## src/rtl/regfile_write_scheduler.sv

```systemverilog
// Round-robin arbiter sharing the register file write port between two writeback
// sources, with a one-bit-per-register pending-write scoreboard for decode stalls.
module regfile_write_scheduler #(
   parameter int DATA_W = 32,
   parameter int ADDR_W = 5,
   parameter int NREG   = 32
) (
   input  logic              Clk,
   input  logic              Rst,
   input  logic              req0_valid,
   input  logic [ADDR_W-1:0] req0_reg,
   input  logic [DATA_W-1:0] req0_data,
   output logic              req0_ready,
   input  logic              req1_valid,
   input  logic [ADDR_W-1:0] req1_reg,
   input  logic [DATA_W-1:0] req1_data,
   output logic              req1_ready,
   input  logic              rsv_en,
   input  logic [ADDR_W-1:0] rsv_reg,
   input  logic [ADDR_W-1:0] rd1_reg,
   input  logic [ADDR_W-1:0] rd2_reg,
   output logic              rd1_busy,
   output logic              rd2_busy,
   output logic              regWen,
   output logic [ADDR_W-1:0] writeReg,
   output logic [DATA_W-1:0] writeData,
   output logic [NREG-1:0]   busy_vec,
   output logic              err_unrsv
);

   logic              lg_reg;
   logic              gnt0;
   logic              gnt1;
   logic              gnt_any;
   logic              gnt_nz;
   logic [ADDR_W-1:0] gnt_reg;
   logic [DATA_W-1:0] gnt_data;
   logic [NREG-1:0]   busy_reg;
   logic [NREG-1:0]   busy_next;
   logic              regwen_reg;
   logic [ADDR_W-1:0] writereg_reg;
   logic [DATA_W-1:0] writedata_reg;
   logic              err_reg;
   logic              err_next;

   // lg_reg=1 means requester 1 won last, so requester 0 has priority on a tie
   assign gnt0     = req0_valid && (!req1_valid || lg_reg);
   assign gnt1     = req1_valid && (!req0_valid || !lg_reg);
   assign gnt_any  = gnt0 || gnt1;
   assign gnt_reg  = gnt1 ? req1_reg : req0_reg;
   assign gnt_data = gnt1 ? req1_data : req0_data;
   assign gnt_nz   = gnt_any && (gnt_reg != '0);

   assign req0_ready = gnt0;
   assign req1_ready = gnt1;

   // A write granted this cycle is still in flight, so it must stall readers too
   assign rd1_busy = busy_reg[rd1_reg] || (gnt_nz && (gnt_reg == rd1_reg));
   assign rd2_busy = busy_reg[rd2_reg] || (gnt_nz && (gnt_reg == rd2_reg));

   assign err_next = gnt_nz && !busy_reg[gnt_reg];

   assign busy_next[0] = 1'b0;

   genvar gi;
   generate
      for (gi = 1; gi < NREG; gi++) begin : g_busy
         // Reserve beats clear: a newer producer is outstanding for this register
         assign busy_next[gi] = (rsv_en && (rsv_reg == ADDR_W'(gi)))
                             || (busy_reg[gi] && !(gnt_any && (gnt_reg == ADDR_W'(gi))));
      end
   endgenerate

   always_ff @(posedge Clk or negedge Rst) begin
      if (!Rst) begin
         lg_reg        <= 1'b1;
         busy_reg      <= '0;
         regwen_reg    <= 1'b0;
         writereg_reg  <= '0;
         writedata_reg <= '0;
         err_reg       <= 1'b0;
      end else begin
         if (gnt_any) begin
            lg_reg        <= gnt1;
            writereg_reg  <= gnt_reg;
            writedata_reg <= gnt_data;
         end
         regwen_reg <= gnt_nz;
         busy_reg   <= busy_next;
         if (err_next) begin
            err_reg <= 1'b1;
         end
      end
   end

   assign regWen    = regwen_reg;
   assign writeReg  = writereg_reg;
   assign writeData = writedata_reg;
   assign busy_vec  = busy_reg;
   assign err_unrsv = err_reg;

endmodule

```

## config.mk

```make
export PLATFORM = sky130hd
export DESIGN_NAME = regfile_write_scheduler
export DESIGN_NICKNAME = d
export VERILOG_FILES = /design/src/rtl/regfile_write_scheduler.sv
export SDC_FILE = /design/constraint.sdc
export NUM_CORES = 1
export LEC_CHECK = 0
export ABC_AREA = 1
export CAP_MARGIN = 25
export CORE_ASPECT_RATIO = 0.9
export CORE_MARGIN = 1
export CORE_UTILIZATION = 40
export DETAILED_ROUTE_END_ITERATION = 8
export PLACE_DENSITY = 0.75
export SLEW_MARGIN = 10
export SYNTH_ARGS = -nofsm -noshare
export SYNTH_HDL_FRONTEND = slang
export SYNTH_SLANG_ARGS = --single-unit
```

## constraint.sdc

```tcl
create_clock -name Clk -period 2.8 [get_ports Clk]
set_input_delay 0.7 -clock Clk [delete_from_list [all_inputs] [get_ports Clk]]
set_output_delay 0.7 -clock Clk [all_outputs]
set_load 0.005 [all_outputs]
```

==> flow_metrics.py, run 1 <==
metrics = {
    "synthesis": {
        "synthesis.yosys.warnings": 0,
        "share_of_yosys_cell_area_claimed_by_the_top_area_cell_type_pct": 41.04,
        "async_reset_ff_share_pct": 100.0,
        "yosys.cell_count.top_type": "sky130_fd_sc_hd__nand2_1",
        "postSynthAreaPerCell_um2": 6.951,
        "ys_dominant_reg_cell": "sky130_fd_sc_hd__dfrtp_1",
        "synth_instances": 614,
        "netlist_area_um2": 4268,
        "mappedNetlistNets": 708,
        "ys_types": 27,
        "synth_sequential_area_ratio_pct": 41.66,
        "postSynthRegisterBits": 71,
        "post_synth_edffs": 0,
        "netlist.top_cell.by_area": "sky130_fd_sc_hd__dfrtp_1",
        "synth_area_leaders": "sky130_fd_sc_hd__dfrtp_1 (41%), sky130_fd_sc_hd__nand2_1 (14%), sky130_fd_sc_hd__o21ai_0 (12%)",
        "synth_commonest_cells": "sky130_fd_sc_hd__nand2_1 (164), sky130_fd_sc_hd__o21ai_0 (100), sky130_fd_sc_hd__dfrtp_1 (70)",
    },
    "worst_setup_path": {
        "cp_cell_sequence": "nand2_4 -> nand3b_1 -> nand2_4 -> buf_6 -> xor2_2 -> nand3_2 -> nor3_2 -> nand2_1 -> nand2_1 -> buf_2",
        "timing.critical_path.fanout_max": 5,
        "crit_buf_inv": 2,
        "critical_path.top_delay_family": "simple AND/OR/NAND/NOR gates",
        "critical_path.max_stage_delay_ns": 0.57,
        "worst-endpoint-required_ns": 2.10,
        "worst-setup-path-type": "flip-flop to primary output",
        "arrival_ns": 2.12,
        "worst_setup_path_end_kind": "primary output",
        "startpoint_type": "flip-flop",
        "critical-path-slowest-cell": "sky130_fd_sc_hd__dfstp_2",
        "reg2reg_setup_slack_ns": 0.54,
    },
    "power_and_ir_drop": {
        "comb_power_share_pct": 35.2,
        "netSwitchingFraction_pct": 33.37,
        "p_leak_nw": 3.109,
        "power.sequential.fraction_pct": 35.6,
        "sum_of_internal_switching_and_leakage_power_mw": 4.199,
        "switching_power_mw": 1.401,
        "peakVddDrop_uv": 302.0,
        "intPower_mw": 2.798,
        "p_per_area_nw_per_um2": 608.7,
        "clock_power_share_pct": 29.2,
    },
    "cells_and_area": {
        "largest_reg_flops": 32,
        "syn_to_final_growth_pct": 61.62,
        "finish.net_count": 916,
        "final_instance_area_um2": 6898,
        "final_core_utilization_pct": 67.03,
        "layout-drive-gt1-share_pct": 13.20,
    },
    "sta": {
        "setup-tns-final_ns": -0.02007,
        "finalCritPeriodShare_pct": 100.7,
        "rsz0062_at_grt": "yes",
        "slew_headroom_pct": 46.79,
        "final.setup.worst_slack_ns": -0.02007,
        "slew_violations": 0,
        "fin_skew_ns": 0.008469,
        "timing_hold_violations_final": 0,
        "clock.fmax_mhz": 354.6,
        "timing.hold.ws_ns": 0.3699,
        "final_period_minus_worst_setup_slack_ns": 2.820,
        "max_slew.worst_pin.slew_ns": 0.7980,
        "setup_violations": 1,
    },
    "floorplanning": {
        "io_pins": 169,
        "placeableCoreArea_um2": 10290,
        "die_h_um": 100.0,
        "std_cell_rows": 35,
        "die-width_um": 110.9,
        "floorplan.initialDensity_pct": 41.47,
        "area_enclosed_by_the_die_boundary_um2": 11090,
    },
    "status": {
        "failed_checks": "setup timing",
        "outcome": "finished, violations left",
    },
    "route": {
        "number_of_nets_with_antenna_violations_after_routing": 0,
        "drt_iter0_drc": 427,
        "route.vias.total": 5303,
        "dr.pass1.iters": 5,
        "drc_errors": 0,
        "vias_per_cell": 5.547,
        "detail_route.wirelength_um": 16950,
        "wl_per_cell_um": 17.73,
    },
    "placed_design": {
        "detailedPlacementHpwl_um": 12440,
        "gp_congestion": 0.9674,
        "placedInstanceArea_um2": 6334,
        "numPortBuffers": 167,
    },
    "grt": {
        "number_of_antenna_violations_at_the_first_check_in_global_routing": 1,
        "globalRouteTotalUtil_pct": 30.18,
        "grt_pass1_vias": 5156,
        "grt_max_degree": 44,
        "grt_pass1_wl_um": 26570,
        "grt_remaining_overflow": 0,
    },
    "cts": {
        "clkSlewWorstSetupHoldPaths_ns": 0.06,
        "cts_root_buffer": "sky130_fd_sc_hd__clkbuf_16",
        "cts_bufs_inserted": 9,
        "max_clock_buf_depth": 2,
        "cts_htree_levels": 3,
        "clock-sinks": 71,
        "worst_skew_pair.late_latency_ns": 0.34,
        "cts_hold_repair.buffers": 0,
        "tritoncts": "yes",
    },
    "flow_run": {
        "max_cap_violations": 0,
    },
    "worst_hold_path": {
        "hp-class": "input port to asynchronous set/reset pin",
    },
}
[cell type report]
cell class / count / area, um^2
multi-input cells: 468 / 2293
repair buffers: 225 / 2175
clock buffers: 9 / 225.2
well taps: 129 / 161.4
diodes: 1 / 2.502
flip-flops and latches: 71 / 1778
clock inverters: 6 / 86.33
fillers: 841 / 3393
inverters: 47 / 176.4
[through the flow]
step                      setup slack [ns]  instances
after global placement             -0.5922        927
after floorplan                     0.3014        614
after global routing               -0.1054        956
after detailed placement           -0.7075        927
after CTS                         -0.02637        948
final                             -0.02007        956
[per-layer routing]
metal | up-vias | global-route usage (%) | wire length [um]
li1 | 2455 | - | -
met1 | 2511 | 39.68 | 7019
met2 | 291 | 48.97 | 7794
met3 | 46 | 6.763 | 1606
met4 | 0 | 11.28 | 528
met5 | - | 0 | 0
[worst register-to-register path, delay by kind of cell, from the launching register on]
kind	cells	cell delay, ns
flip-flops	1	0.57
AND/OR/NAND/NOR	12	1.20
buffers and inverters	3	0.37
[power by group through the flow]
stage,Clock (mW),Sequential (mW),Combinational (mW)
final,1.22,1.50,1.48
after CTS,1.23,1.48,1.45
after detailed placement,0,1.50,1.41
after global placement,0,1.49,1.39
after floorplan,0,1.43,0.540
after global routing,1.28,1.52,1.62
[cell families (layout without fill, tap and decap cells)]
logic type	after synthesis	count (layout)	synth area share [%]
and+or+nand+nor	262	262	25.07
AOI/OAI and AO/OA	194	194	23.69
buffers and inverters	75	287	7.212
DFF	71	71	41.66
xor gates and xnor gates	10	10	2.052
other	1	2	0.08787
muxes	1	1	0.2345
[final timing paths]
check,startpoint,to,cells after the start
min reg2reg,err_unrsv,err_unrsv,2
max reg2reg,lg_reg,err_unrsv,15
max in group asynchronous,Rst,busy_vec[19],2
min,Rst,busy_vec[27],1
min in group Clk,err_unrsv,err_unrsv,2
max,lg_reg,rd2_busy,10
[timing repair]
item	in CTS	in global routing
endpoints found under the hold margin	0	0
resized for setup	34	27
gates cloned	2	1
pin swaps	12	18
endpoints found under the setup margin	4	3
buffers inserted	4	7
[cell usage in the layout, fill, tap and decap left out, drive strengths merged]
cell type / synthesis / routed
clkdlybuf4s50: 0 / 152
xor2: 8 / 8
nand3b: 3 / 3
dlygate4sd2: 0 / 3
clkinvlp: 0 / 1
buf: 10 / 60
nand2: 170 / 170
bufbuf: 0 / 1
xnor2: 2 / 2
dfrtp: 70 / 70
dfstp: 1 / 1
inv: 47 / 47
o211ai: 12 / 12
bufinv: 0 / 2
nor2: 48 / 48
a21oi: 56 / 56
diode: 0 / 1
nor3: 2 / 2
o31ai: 1 / 1
dlymetal6s2s: 0 / 6
nand3: 38 / 38
clkinv: 0 / 3
o21ai: 125 / 125
clkdlybuf4s15: 0 / 1
mux2i: 1 / 1
conb: 1 / 1
or2: 1 / 1
clkbuf: 18 / 11
Note: power is estimated with default switching activity, not from simulation.
==> run 2: changes to the inputs <==
Settings changed: GPL_TIMING_DRIVEN set to 0.
==> run 2 against run 1 <==
The run still ends with setup timing left; design area down 1.8%; register-to-register slack worse by 0.02 ns; sequential power rose by 3%; worst hold slack worse by 0.13 ns; fmax grew 0.15%; via count is 0.75% lower; clock power decreased by 6%; routed wire length grew 4.9%; total power is 1.4% lower; critical path type unchanged; critical endpoint unchanged; largest cell class unchanged; largest power group unchanged; highest routed layer unchanged.
==> flow_metrics.py, run 2 (synthesized netlist as in run 1, its figures left out) <==
metrics = {
    "cells_and_area": {
        "layout-drive-gt1-share_pct": 10.64,
        "final_instance_area_um2": 6774,
        "multi_input_area_um2": 2323,
        "sequential_cell_area_in_the_final_layout_um2": 1778,
        "fillers": 902,
        "syn_to_final_growth_pct": 58.72,
        "largest_reg_flops": 32,
        "final_cell_mix": "sky130_fd_sc_hd__nand2_1 (158), sky130_fd_sc_hd__clkdlybuf4s50_1 (151), sky130_fd_sc_hd__o21ai_0 (96), sky130_fd_sc_hd__dfrtp_1 (70), sky130_fd_sc_hd__a21oi_1 (53)",
        "final_common_cell": "sky130_fd_sc_hd__nand2_1",
        "final_core_utilization_pct": 65.82,
        "finish.net_count": 907,
        "antenna-diode-count": 0,
    },
    "power_and_ir_drop": {
        "p_per_area_nw_per_um2": 611.1,
        "peakVddDrop_uv": 395.3,
        "p_leak_nw": 2.976,
    },
    "worst_setup_path": {
        "worst-setup-path-type": "flip-flop to primary output",
        "worst_setup_path_end_kind": "primary output",
        "worst-endpoint-required_ns": 2.10,
        "arrival_ns": 2.12,
        "startpoint_type": "flip-flop",
        "timing.critical_path.fanout_max": 5,
    },
    "floorplanning": {
        "area_enclosed_by_the_die_boundary_um2": 11090,
        "die_h_um": 100.0,
        "std_cell_rows": 35,
        "die-width_um": 110.9,
        "io_pins": 169,
        "placeableCoreArea_um2": 10290,
        "floorplan.initialDensity_pct": 41.47,
    },
    "route": {
        "number_of_nets_with_antenna_violations_after_routing": 0,
        "dr.pass1.iters": 7,
        "drt_iter0_drc": 433,
        "wl_per_cell_um": 18.78,
        "drc_errors": 0,
        "vias_per_cell": 5.558,
        "route.vias.total": 5263,
        "detail_route.wirelength_um": 17780,
    },
    "placed_design": {
        "placedInstanceArea_um2": 6126,
        "gp_congestion": 0.9390,
        "detailedPlacementHpwl_um": 13080,
        "numPortBuffers": 167,
        "place_worst_setup_slack_ns": -1.064,
    },
    "sta": {
        "timing.hold.ws_ns": 0.2388,
        "max_slew.worst_pin.slew_ns": 0.6856,
        "timing_hold_violations_final": 0,
        "setup-tns-final_ns": -0.02093,
        "slew_violations": 0,
        "fin_skew_ns": 0.009303,
        "final.setup.worst_slack_ns": -0.01573,
        "final_period_minus_worst_setup_slack_ns": 2.816,
        "slew_headroom_pct": 54.29,
        "finalCritPeriodShare_pct": 100.6,
        "clock.fmax_mhz": 355.1,
        "setup_violations": 2,
        "rsz0062_at_grt": "yes",
    },
    "status": {
        "outcome": "finished, violations left",
        "failed_checks": "setup timing",
    },
    "cts": {
        "worst_skew_pair.late_latency_ns": 0.34,
        "max_clock_buf_depth": 2,
        "tritoncts": "yes",
        "clkSlewWorstSetupHoldPaths_ns": 0.06,
        "cts_bufs_inserted": 9,
        "cts_hold_repair.buffers": 0,
        "clock-sinks": 71,
        "cts_root_buffer": "sky130_fd_sc_hd__clkbuf_16",
        "cts_htree_levels": 3,
    },
    "grt": {
        "grt_pass1_wl_um": 26920,
        "grt_max_degree": 56,
        "number_of_antenna_violations_at_the_first_check_in_global_routing": 0,
        "globalRouteTotalUtil_pct": 31.34,
        "grt_pass1_vias": 5147,
        "grt_remaining_overflow": 0,
    },
    "worst_hold_path": {
        "hp-class": "input port to asynchronous set/reset pin",
    },
    "flow_run": {
        "max_cap_violations": 0,
    },
}
-- run 2: changes by cell type in the layout (fill, tap and decap cells not counted), moves of 3 or more --
cell                             delta
sky130_fd_sc_hd__clkbuf_8           +3
sky130_fd_sc_hd__nand2_4            +3
sky130_fd_sc_hd__dlygate4sd2_1      +5
sky130_fd_sc_hd__buf_1              +3
sky130_fd_sc_hd__clkbuf_1          +11
sky130_fd_sc_hd__clkbuf_4           +4
sky130_fd_sc_hd__buf_4             -29
sky130_fd_sc_hd__dlymetal6s2s_1     -4
-- run 2: power breakdown --
part | switching (mW) | internal (mW)
Combinational | 0.692 | 0.759
Clock | 0.457 | 0.696
Sequential | 0.302 | 1.23
Total | 1.45 | 2.69
-- run 2: critical path: stages, from the launching register on --
cell	delay, ns
sky130_fd_sc_hd__dfstp_2	0.57
sky130_fd_sc_hd__nand2_4	0.09
sky130_fd_sc_hd__nand3b_1	0.18
sky130_fd_sc_hd__nand2_4	0.11
sky130_fd_sc_hd__buf_12	0.14
sky130_fd_sc_hd__nand2_4	0.08
sky130_fd_sc_hd__nor2_4	0.04
sky130_fd_sc_hd__a21oi_2	0.20
sky130_fd_sc_hd__buf_4	0.15
sky130_fd_sc_hd__nand2_1	0.04
sky130_fd_sc_hd__nand2_1	0.06
sky130_fd_sc_hd__buf_2	0.11
-- run 2: path summary, 6_finish.rpt --
path | start | endpoint | depth (start not counted) | slack, ns
setup / recovery | lg_reg | rd2_busy | 11 | -0.02
hold / removal | Rst | busy_vec[9] | 1 | 0.24
setup reg to reg | lg_reg | busy_vec[6] | 9 | 0.52
hold reg to reg | err_unrsv | err_unrsv | 2 | 0.47
max in group asynchronous | Rst | lg_reg | 2 | 1.95
min in group Clk | err_unrsv | err_unrsv | 2 | 0.47
-- run 2: repair_timing --
action,4_1_cts,5_1_grt
gates cloned,2,0
gates resized for setup,81,12
endpoints found under the setup margin,4,3
setup buffers,17,2
pin swaps,14,8
-- run 2: cell type report --
| cell class | count | share of cell area (%) |
|---|---|---|
| buffer | 28 | 3.011 |
| clock buffer | 10 | 3.380 |
| timing repair buffer | 186 | 27.06 |
| sequential | 71 | 26.25 |
| multi-input combinational | 470 | 34.30 |
| tap | 129 | 2.383 |
| inverter | 47 | 2.604 |
| clock inverter | 6 | 1.016 |
-- run 2: metrics by stage --
step                      cells  power (mW)
after floorplan             614       1.968
after global placement      910       2.846
after detailed placement    911       2.871
after CTS                   945       4.096
after global routing        947       4.315
final                       947       4.140
-- run 2: layer usage --
layer / share of wire (%) / up-vias / global-route usage [%]
met1: 41 / 2473 / 40.59
li1: - / 2442 / -
met4: 3.0 / 0 / 11.08
met2: 46 / 296 / 50.60
met5: 0 / - / 0
met3: 9.7 / 52 / 8.696
==> run 3: changes to the inputs <==
Settings changed: CORE_MARGIN 1 to unset, PLACE_DENSITY 0.75 to 0.78.
Clock period 2.8 ns to 2.3 ns, I/O delays scaled along.
==> run 3 against run 2 <==
The flow still finishes with violations (setup timing); total power grew 25%; combinational power grew 23%; non-clock buffer count grew 10; cell count grew 0.84%; clock skew shrank 0.0012 ns; critical path type is now input port to primary output; critical endpoint unchanged.
==> flow_metrics.py, run 3 (synthesized netlist as in run 1, its figures left out) <==
metrics = {
    "status": {
        "outcome": "finished, violations left",
        "failed_checks": "setup timing",
    },
    "worst_setup_path": {
        "r2r_end": "busy_vec[18]",
        "arrival_ns": 2.03,
        "timing.critical_path.fanout_max": 5,
        "startpoint_type": "input port",
        "worst-endpoint-required_ns": 1.73,
        "wp_depth": 8,
        "worst-r2r-cell-count": 12,
        "critical_path.reg2reg.startpoint": "lg_reg",
        "worst-setup-path-type": "input port to primary output",
        "cp_cell_sequence": "clkdlybuf4s50_1 -> inv_1 -> o211ai_1 -> nand3_1 -> nand2_1 -> a21oi_1 -> nand2_1 -> buf_2",
        "reg2reg_setup_slack_ns": 0.06,
        "crit_buf_inv": 3,
        "critical-path-slowest-cell": "sky130_fd_sc_hd__clkdlybuf4s50_1",
        "worst_setup_path_end_kind": "primary output",
        "worst_path_most_repeated_cell": "sky130_fd_sc_hd__nand2_1",
        "critical_path.max_stage_delay_ns": 0.52,
        "critical_path.top_delay_family": "buffers and inverters",
    },
    "cts": {
        "cts_root_buffer": "sky130_fd_sc_hd__clkbuf_16",
        "cts_bufs_inserted": 9,
        "clock-sinks": 71,
        "worst_skew_pair.late_latency_ns": 0.33,
        "max_clock_buf_depth": 2,
        "clkSlewWorstSetupHoldPaths_ns": 0.06,
        "cts_htree_levels": 3,
        "tritoncts": "yes",
    },
    "placed_design": {
        "gp_congestion": 0.9184,
        "detailedPlacementHpwl_um": 12340,
        "placed_cells": 911,
        "numPortBuffers": 167,
    },
    "cells_and_area": {
        "final_cell_mix": "sky130_fd_sc_hd__nand2_1 (156), sky130_fd_sc_hd__clkdlybuf4s50_1 (153), sky130_fd_sc_hd__o21ai_0 (98), sky130_fd_sc_hd__dfrtp_1 (70), sky130_fd_sc_hd__a21oi_1 (54)",
        "final_core_utilization_pct": 67.09,
        "antenna-diode-count": 0,
        "syn_to_final_growth_pct": 61.77,
        "final_common_cell": "sky130_fd_sc_hd__nand2_1",
        "largest_reg_flops": 32,
        "fillers": 833,
        "layoutNonFillerInstCount": 955,
        "finish.net_count": 915,
        "layout-drive-gt1-share_pct": 12.11,
    },
    "power_and_ir_drop": {
        "p_per_area_nw_per_um2": 749.0,
        "peakVddDrop_uv": 396.7,
        "intPower_mw": 3.430,
        "comb_power_share_pct": 34.7,
        "clock_power_share_pct": 29.6,
        "switching_power_mw": 1.741,
        "p_leak_nw": 3.037,
        "power.sequential.fraction_pct": 35.7,
        "sum_of_internal_switching_and_leakage_power_mw": 5.171,
        "netSwitchingFraction_pct": 33.68,
    },
    "sta": {
        "max_slew.worst_pin.slew_ns": 0.7231,
        "fin_skew_ns": 0.008088,
        "final.setup.worst_slack_ns": -0.3056,
        "finalCritPeriodShare_pct": 113.3,
        "timing_hold_violations_final": 0,
        "rsz0062_at_grt": "yes",
        "final_period_minus_worst_setup_slack_ns": 2.606,
        "slew_headroom_pct": 51.62,
        "setup_violations": 2,
        "clock.fmax_mhz": 383.8,
        "slew_violations": 0,
    },
    "grt": {
        "grt_pass1_vias": 5286,
        "groute.layer.met1.usage_pct": 38.94,
        "top_usage_layer": "met2",
        "grt_remaining_overflow": 0,
        "gr-usage-met3_pct": 7.669,
        "globalRouteTotalUtil_pct": 30.88,
        "grt_max_degree": 50,
        "number_of_antenna_violations_at_the_first_check_in_global_routing": 0,
        "gr_util_met2_pct": 50.50,
        "grt_pass1_wl_um": 26960,
    },
    "floorplanning": {
        "die-width_um": 110.9,
        "std_cell_rows": 35,
        "io_pins": 169,
        "die_h_um": 100.0,
        "placeableCoreArea_um2": 10290,
        "floorplan.initialDensity_pct": 41.47,
        "area_enclosed_by_the_die_boundary_um2": 11090,
    },
    "route": {
        "number_of_nets_with_antenna_violations_after_routing": 0,
        "vias_per_cell": 5.660,
        "drt_iter0_drc": 484,
        "drc_errors": 0,
        "detail_route.wirelength_um": 17260,
        "dr.pass1.iters": 7,
        "wl_per_cell_um": 18.08,
        "route.vias.total": 5405,
    },
    "worst_hold_path": {
        "hp-class": "input port to asynchronous set/reset pin",
    },
    "flow_run": {
        "max_cap_violations": 0,
    },
}
run 3: cell types whose count changed in the layout (fill, tap and decap cells not counted), moves of 3 or more:
cell and change:
sky130_fd_sc_hd__buf_4 +9, sky130_fd_sc_hd__clkbuf_4 -4, sky130_fd_sc_hd__clkbuf_8 +4, sky130_fd_sc_hd__o21ai_1 -3
run 3: power by group through the flow:
stage                     Sequential, mW  Clock [mW]  Combinational (mW)
after global placement              1.83           0                1.59
after floorplan                     1.74           0               0.657
final                               1.85        1.53                1.79
after CTS                           1.83        1.54                1.75
after global routing                1.87        1.60                1.95
after detailed placement            1.85           0                1.62
run 3: final cells by class:
| class | instances | area, um^2 | share of cell area [%] |
|---|---|---|---|
| plain buffers | 28 | 220.2 | 3.190 |
| multi-input cells | 468 | 2341 | 33.91 |
| well taps | 129 | 161.4 | 2.338 |
| inverters | 47 | 183.9 | 2.664 |
| clock buffers | 11 | 242.7 | 3.516 |
| repair buffers | 196 | 1896 | 27.46 |
| flip-flops and latches | 71 | 1778 | 25.75 |
| clock inverters | 5 | 81.33 | 1.178 |
run 3: routing by layer:
metal / wire length (um) / up-vias / share of wire, %
li1: - / 2455 / -
met3: 1832 / 71 / 11
met4: 626 / 0 / 3.6
met5: 0 / - / 0
met1: 6793 / 2517 / 39
met2: 8011 / 362 / 46
run 3: timing repair:
item,CTS,global route
setup endpoints to repair,35,20
resized for setup,87,15
hold buffers,0,0
setup buffers,24,4
pin swaps,17,14
run 3: how the worst max path moves through the flow:
stage	endpoint	slack [ns]	from
floorplan	rd2_busy	0.05	req0_valid
global placement	writeData[2]	-1.75	Rst
detailed placement	rd2_busy	-1.34	req0_valid
CTS	rd2_busy	-0.27	lg_reg
global route	rd2_busy	-0.43	lg_reg
finish	rd2_busy	-0.31	rd2_reg[2]
run 3: worst register-to-register path: cells and delay by family (launching register included):
kind            cells  cell delay [ns]
simple gates        2             0.23
compound gates      4             0.51
flops               1             0.55
buf+inv             6             0.81
run 3: stage by stage:
step,setup WS (ns),hold WS [ns],TNS (ns),instance area [um^2]
2_1_floorplan,0.05144,0.2794,0,4268
3_5_place_dp,-1.335,0.4623,-25.89,6126
3_3_place_gp,-1.746,0.4533,-146.34,6101
4_1_cts,-0.2683,0.1490,-0.5354,6839
6_report,-0.3056,0.1414,-0.5867,6904
5_1_grt,-0.4292,0.1587,-0.8055,6904
